### src/rtl/store_buffer_if.sv
// Pipeline-side bundle for the store buffer: store push, load lookup, drain port to data memory.
// The master side belongs to the pipeline/memory; the slave side belongs to the buffer.
interface store_buffer_if;
    logic        st_req;
    logic [31:0] st_addr;
    logic [31:0] st_data;
    logic [31:0] st_pc;
    logic        st_ready;

    logic        ld_req;
    logic [31:0] ld_addr;
    logic        ld_hit;
    logic [31:0] ld_data;

    logic        hold;
    logic        dm_we;
    logic [31:0] dm_a;
    logic [31:0] dm_din;
    logic [31:0] dm_pc;
    logic        empty;

    modport master (
        output st_req, st_addr, st_data, st_pc, ld_req, ld_addr, hold,
        input  st_ready, ld_hit, ld_data, dm_we, dm_a, dm_din, dm_pc, empty
    );

    modport slave (
        input  st_req, st_addr, st_data, st_pc, ld_req, ld_addr, hold,
        output st_ready, ld_hit, ld_data, dm_we, dm_a, dm_din, dm_pc, empty
    );
endinterface

### src/rtl/store_buffer.sv
// Posted-write store buffer: in-order FIFO of word stores drained to data memory one per cycle,
// with youngest-match forwarding of pending store data to loads.
module store_buffer #(
    parameter int DEPTH = 4,
    parameter int PTRW  = $clog2(DEPTH)
) (
    input  logic           clk,
    input  logic           reset,
    store_buffer_if.slave  bus
);
    typedef struct packed {
        logic [31:0] addr;
        logic [31:0] data;
        logic [31:0] pc;
    } entry_t;

    localparam logic [PTRW:0] FULL_COUNT = (PTRW+1)'(DEPTH);

    entry_t            mem [DEPTH];
    logic [DEPTH-1:0]  valid;
    logic [PTRW-1:0]   head;
    logic [PTRW-1:0]   tail;
    logic [PTRW:0]     count;

    logic              push;
    logic              pop;
    logic [PTRW-1:0]   idx;
    logic              fwd_hit;
    logic [31:0]       fwd_data;

    // Word granularity: the byte offset of a load never affects matching.
    wire unused_ld_offset = &{1'b0, bus.ld_addr[1:0]};

    // Ready is derived from registered occupancy only, so a full buffer never
    // accepts a store even in a cycle where it is also popping.
    assign bus.st_ready = (count != FULL_COUNT);
    assign bus.empty    = (count == '0);
    assign bus.dm_we    = !bus.empty && !bus.hold;
    assign bus.dm_a     = mem[head].addr;
    assign bus.dm_din   = mem[head].data;
    assign bus.dm_pc    = mem[head].pc;

    assign push = bus.st_req && bus.st_ready;
    assign pop  = bus.dm_we;

    // Walk oldest to youngest so the last match is the youngest pending store.
    always_comb begin
        // NOTE: every always_comb output gets a default first so no path infers a latch.
        fwd_hit  = 1'b0;
        fwd_data = '0;
        idx      = head;
        for (int i = 0; i < DEPTH; i++) begin
            idx = head + PTRW'(i);
            if (valid[idx] && (mem[idx].addr[31:2] == bus.ld_addr[31:2])) begin
                fwd_hit  = 1'b1;
                fwd_data = mem[idx].data;
            end
        end
    end

    assign bus.ld_hit  = bus.ld_req && fwd_hit;
    assign bus.ld_data = bus.ld_hit ? fwd_data : '0;

    always_ff @(posedge clk or negedge reset) begin
        if (!reset) begin
            head  <= '0;
            tail  <= '0;
            count <= '0;
            valid <= '0;
            // NOTE: the entry array is reset too, because the drain port shows the
            // head entry and must read as zero straight out of reset.
            for (int i = 0; i < DEPTH; i++) begin
                mem[i] <= '0;
            end
        end else begin
            // NOTE: all state here uses non-blocking assignments so every register
            // samples pre-edge values, including the same-edge push and pop.
            if (push) begin
                mem[tail]   <= '{addr: bus.st_addr, data: bus.st_data, pc: bus.st_pc};
                valid[tail] <= 1'b1;
                tail        <= tail + PTRW'(1);
            end
            // Push and pop never target the same slot: a pop needs count>0 and a
            // same-slot push would need count==DEPTH, which blocks the push.
            if (pop) begin
                valid[head] <= 1'b0;
                head        <= head + PTRW'(1);
            end
            case ({push, pop})
                2'b10:   count <= count + (PTRW+1)'(1);
                2'b01:   count <= count - (PTRW+1)'(1);
                default: count <= count;
            endcase
        end
    end
endmodule

### src/flat_wrapper.sv
// flat-port wrapper written by rule: the top's interface ports become plain ports
module store_buffer_flat 
#(
    parameter int DEPTH = 4,
    parameter int PTRW  = $clog2(DEPTH)
)
  (clk, reset, bus_st_req, bus_st_addr, bus_st_data, bus_st_pc, bus_ld_req, bus_ld_addr, bus_hold, bus_st_ready, bus_ld_hit, bus_ld_data, bus_dm_we, bus_dm_a, bus_dm_din, bus_dm_pc, bus_empty);
  store_buffer_if bus_i ();
  input  logic clk;
  input  logic reset;
  input wire logic [$bits(bus_i.st_req)-1:0] bus_st_req;
  input wire logic [$bits(bus_i.st_addr)-1:0] bus_st_addr;
  input wire logic [$bits(bus_i.st_data)-1:0] bus_st_data;
  input wire logic [$bits(bus_i.st_pc)-1:0] bus_st_pc;
  input wire logic [$bits(bus_i.ld_req)-1:0] bus_ld_req;
  input wire logic [$bits(bus_i.ld_addr)-1:0] bus_ld_addr;
  input wire logic [$bits(bus_i.hold)-1:0] bus_hold;
  output wire logic [$bits(bus_i.st_ready)-1:0] bus_st_ready;
  output wire logic [$bits(bus_i.ld_hit)-1:0] bus_ld_hit;
  output wire logic [$bits(bus_i.ld_data)-1:0] bus_ld_data;
  output wire logic [$bits(bus_i.dm_we)-1:0] bus_dm_we;
  output wire logic [$bits(bus_i.dm_a)-1:0] bus_dm_a;
  output wire logic [$bits(bus_i.dm_din)-1:0] bus_dm_din;
  output wire logic [$bits(bus_i.dm_pc)-1:0] bus_dm_pc;
  output wire logic [$bits(bus_i.empty)-1:0] bus_empty;
  assign bus_i.st_req = bus_st_req;
  assign bus_i.st_addr = bus_st_addr;
  assign bus_i.st_data = bus_st_data;
  assign bus_i.st_pc = bus_st_pc;
  assign bus_i.ld_req = bus_ld_req;
  assign bus_i.ld_addr = bus_ld_addr;
  assign bus_i.hold = bus_hold;
  assign bus_st_ready = bus_i.st_ready;
  assign bus_ld_hit = bus_i.ld_hit;
  assign bus_ld_data = bus_i.ld_data;
  assign bus_dm_we = bus_i.dm_we;
  assign bus_dm_a = bus_i.dm_a;
  assign bus_dm_din = bus_i.dm_din;
  assign bus_dm_pc = bus_i.dm_pc;
  assign bus_empty = bus_i.empty;
  store_buffer #(.DEPTH(DEPTH), .PTRW(PTRW)) u_core (.clk(clk), .reset(reset), .bus(bus_i));
endmodule
### config.mk
export PLATFORM = sky130hd
export DESIGN_NAME = store_buffer_flat
export DESIGN_NICKNAME = d
export VERILOG_FILES = /design/src/rtl/store_buffer_if.sv /design/src/rtl/store_buffer.sv /design/src/flat_wrapper.sv
export SDC_FILE = /design/constraint.sdc
export NUM_CORES = 1
export LEC_CHECK = 0
export BUFFER_PORTS_ARGS = -buffer_cell sky130_fd_sc_hd__buf_2
export CAP_MARGIN = 20
export CORE_ASPECT_RATIO = 0.5
export CORE_MARGIN = 2
export CORE_UTILIZATION = 50
export DETAILED_ROUTE_END_ITERATION = 8
export PLACE_DENSITY = 0.67
export SYNTH_ARGS = -nofsm -noshare
export SYNTH_HDL_FRONTEND = slang
export SYNTH_SLANG_ARGS = --single-unit
export TNS_END_PERCENT = 100
### constraint.sdc
create_clock -name clk -period 6.7 [get_ports clk]
set_clock_uncertainty 0.05 [all_clocks]
set_input_delay 2.01 -clock clk [delete_from_list [all_inputs] [get_ports clk]]
set_output_delay 2.01 -clock clk [all_outputs]
set_load 0.03 [all_outputs]
==> impl_metrics.csv <==
group,metric,value,unit
run_status,status,"finished, violations left",
run_status,violations,"setup timing",
worst_setup_path,worstReg2RegStart,"u_core.count[0]",
synthesis,synth-seq-cells,395,
timing,finalHoldViolCount,0,
finish,finish.utilization,0.598,
hold_path,min_path_cells,1,
hold_path,worstHoldStart,"u_core.count[2]",
worst_setup_path,crit_top_cell,"buf_12",
worst_setup_path,cp_top_family,"compound AO/OA/AOI/OAI gates",
global_routing,use_met2,0.444,
detailed_routing,wire_per_inst,25.8,µm
finish,stdcell_area,30200,µm²
power,power,18.3,mW
synthesis,synth_area,25700,µm²
detailed_routing,drc,0,
global_routing,grt_overflow,0,
worst_setup_path,cpMaxStageDelayCell,"a221oi_1",
timing,tns,-1060,ps
global_routing,met1_usage,0.384,
worst_setup_path,rrSetupSlack,3770,ps
synthesis,synth_area_leader_cell,"dfrtp_1",
placed_design,dp_slack,-118,ps
synthesis,synth_warnings,0,
synthesis,synth_area_leaders,"dfrtp_1 39%, mux4_2 20%, mux2_2 18%",
synthesis,post-synth-top-count-cell,"mux2_2",
worst_setup_path,worstPathCellList,"buf_2 > a221oi_1 > o21ai_0 > a2bb2oi_1 > nand4_1 > nor4_4 > buf_6 > buf_12 > nor3_4 > buf_12 > a211oi_2 > buf_4",
placed_design,place.gp.congestion,0.999,
global_routing,use_met3,0.0406,
detailed_routing,drtAntennaViolNets,0,
worst_setup_path,setup.worst_path.start,"bus_ld_addr[11]",
clock_network,htreeDepth,2,
global_routing,grt_usage,0.273,
synthesis,postSynthAreaPerCell,13.7,µm²
worst_setup_path,crit_path_max_incr_delay,420,ps
worst_setup_path,path_buf_inv,5,
worst_setup_path,cp_max_fo,20,
synthesis,yosys-top-cells-count,"399 x mux2_2, 395 x dfrtp_1, 225 x mux4_2",
synthesis,synth_edf_count,0,
timing,slew_headroom,0.256,
timing,tightest_slew,1120,ps
floorplanning,start_util,0.509,
timing,rsz0062_at_grt,"yes",
power,p_int,10.3,mW
hold_path,hold_end,"u_core.count[2]",
timing,fin_crit,6770,ps
global_routing,grt_max_degree,143,
power,combPwrFrac,0.621,
floorplanning,rows,58,
synthesis,syn_nets,2016,
synthesis,async_reset_ff_frac,1.00,
detailed_routing,drt_iter0_markers,1592,
clock_network,clockRootBuffer,"clkbuf_16",
global_routing,antenna_found_initial,2,
placed_design,hpwl,49900,µm
detailed_routing,drt_first_pass_iters,7,
global_routing,grt_pass1_wl,112000,µm
detailed_routing,via_count,18400,
clock_network,cts_hold_buffers,0,
clock_network,clk_latency,560,ps
clock_network,cts_tree,"built",
power,power_switching,7.98,mW
flow_run,drv_cap,0,
worst_setup_path,worst-setup-path-type,"input port to output port",
placed_design,dpl.cell_count,2774,
synthesis,synth_ff_type,"dfrtp_1",
finish,nNetsFinal,2293,
timing,drv_slew,0,
global_routing,grt_pass1_vias,18100,
clock_network,clk_path_buf_depth,3,
timing,layout_worst_path_cycle_share,1.01,
finish,area_growth,17.6,%
timing,layout_setup_ws,-74.1,ps
placed_design,dpl-instance-area,28300,µm²
timing,setup_viol,29,
power,p_per_area,606,nW/µm²
detailed_routing,viasPerCell,6.43,
clock_network,clkSinkCount,395,
timing,hold_slack,446,ps
floorplanning,die_area,53300,µm²
floorplanning,io_pins,265,
synthesis,synth_cell_types,72,
worst_setup_path,required,4640,ps
worst_setup_path,critPathArrivalTime,4710,ps
power,seqPwrFrac,0.265,
worst_setup_path,reg2reg_depth,6,
power,p_sw_frac,0.437,
floorplanning,fp.dieW,324,µm
worst_setup_path,start_kind,"input port",
detailed_routing,drt-total-wl,73900,µm
placed_design,port-buffer-count,262,
hold_path,min_path_type,"flip-flop to flip-flop",
synthesis,yosysTopAreaCellShare,0.385,
power,ir_worst_vdd,0.382,mV
clock_network,cts_buffers,39,
clock_network,clk_pin_slew,60,ps
worst_setup_path,r2r_end,"u_core.mem[104]",
finish,finalNonFillerCells,2861,
power,pwr-share-clk,0.114,
global_routing,grt_busiest_layer,"met2",
floorplanning,fp.dieH,164,µm
finish,layout-drive-gt1-share,0.538,
floorplanning,core_area,50400,µm²
synthesis,synthCells,1873,
worst_setup_path,end_kind,"output port",
power,p_leak,12.3,nW
timing,fmaxAchievable,0.148,GHz
synthesis,ys_seq_area_frac,0.385,
==> sequential cells by signal, summed over array words and instances, names as in the netlist <==
register      flops
u_core.tail       2
u_core.head       2
u_core.mem      384
u_core.count      3
u_core.valid      4
==> how the worst max path moves through the flow <==
stage / slack [ps] / depth (start not counted) / end
2_1_floorplan: 80 / 10 / bus_ld_data[10]
6_report: -70 / 12 / bus_ld_data[19]
5_1_grt: -80 / 14 / bus_ld_data[5]
4_1_cts: 10 / 12 / bus_ld_data[22]
3_5_place_dp: -120 / 12 / bus_ld_data[22]
3_3_place_gp: -80 / 12 / bus_ld_data[20]
==> final cells by class <==
class                      count  area (µm²)
inverter                      25        97.6
sequential                   395        9890
timing repair buffer         416        3070
fill                        4063       20300
multi-input combinational   1273       15100
antenna                        1        2.50
clock buffer                  54        1070
clock inverter                 7        85.1
tap                          690         863
==> what timing repair did <==
action / in CTS / in global routing
pin swaps: 1 / 22
gates resized for setup: 6 / 110
buffers inserted: 2 / 18
endpoints found under the setup margin: 32 / 33
gates cloned: 0 / 5
==> power groups by stage <==
stage / logic [mW] / clock network [mW] / registers, mW
2_1_floorplan: 8.60 / 0 / 4.40
3_3_place_gp: 11.0 / 0 / 4.74
3_5_place_dp: 11.1 / 0 / 4.84
4_1_cts: 11.2 / 2.14 / 4.80
5_1_grt: 12.0 / 2.24 / 5.03
6_report: 11.3 / 2.09 / 4.85
==> cell usage in the layout (no fill, tap or decap), types with 7 or more instances in the layout <==
| cell type | instances |
|---|---|
| xor2_1 | 23 |
| inv_1 | 21 |
| clkbuf_1 | 11 |
| o21a_1 | 7 |
| a21oi_1 | 15 |
| mux2i_1 | 121 |
| buf_6 | 17 |
| ha_1 | 8 |
| nor3_1 | 10 |
| buf_2 | 231 |
| o21ai_0 | 42 |
| mux4_2 | 225 |
| nand4_1 | 44 |
| a2bb2oi_1 | 8 |
| and2_1 | 7 |
| o211a_1 | 32 |
| mux2_2 | 399 |
| nand3_2 | 11 |
| nand3_1 | 64 |
| nor2_1 | 11 |
| a211oi_2 | 22 |
| buf_12 | 29 |
| nand2_1 | 18 |
| clkbuf_16 | 44 |
| o22ai_1 | 13 |
| dfrtp_1 | 393 |
| buf_4 | 130 |
| xnor2_1 | 69 |
==> cell families after synthesis <==
| logic type | share of synthesized area |
|---|---|
| AOI/OAI and AO/OA | 0.0683 |
| xor gates and xnor gates | 0.0324 |
| adders and majority gates | 0.00517 |
| buffers and inverters | 0.0412 |
| DFF | 0.385 |
| muxes | 0.423 |
| and+or+nand+nor | 0.0445 |
==> layer usage <==
metal | up-vias | share of wire | routed length, µm
li1 | 7956 | - | -
met1 | 9662 | 0.43 | 31700
met2 | 652 | 0.48 | 35400
met3 | 122 | 0.067 | 4930
met4 | 0 | 0.027 | 1980
met5 | - | 0 | 0
No activity file was read; power rests on OpenSTA's default activity.
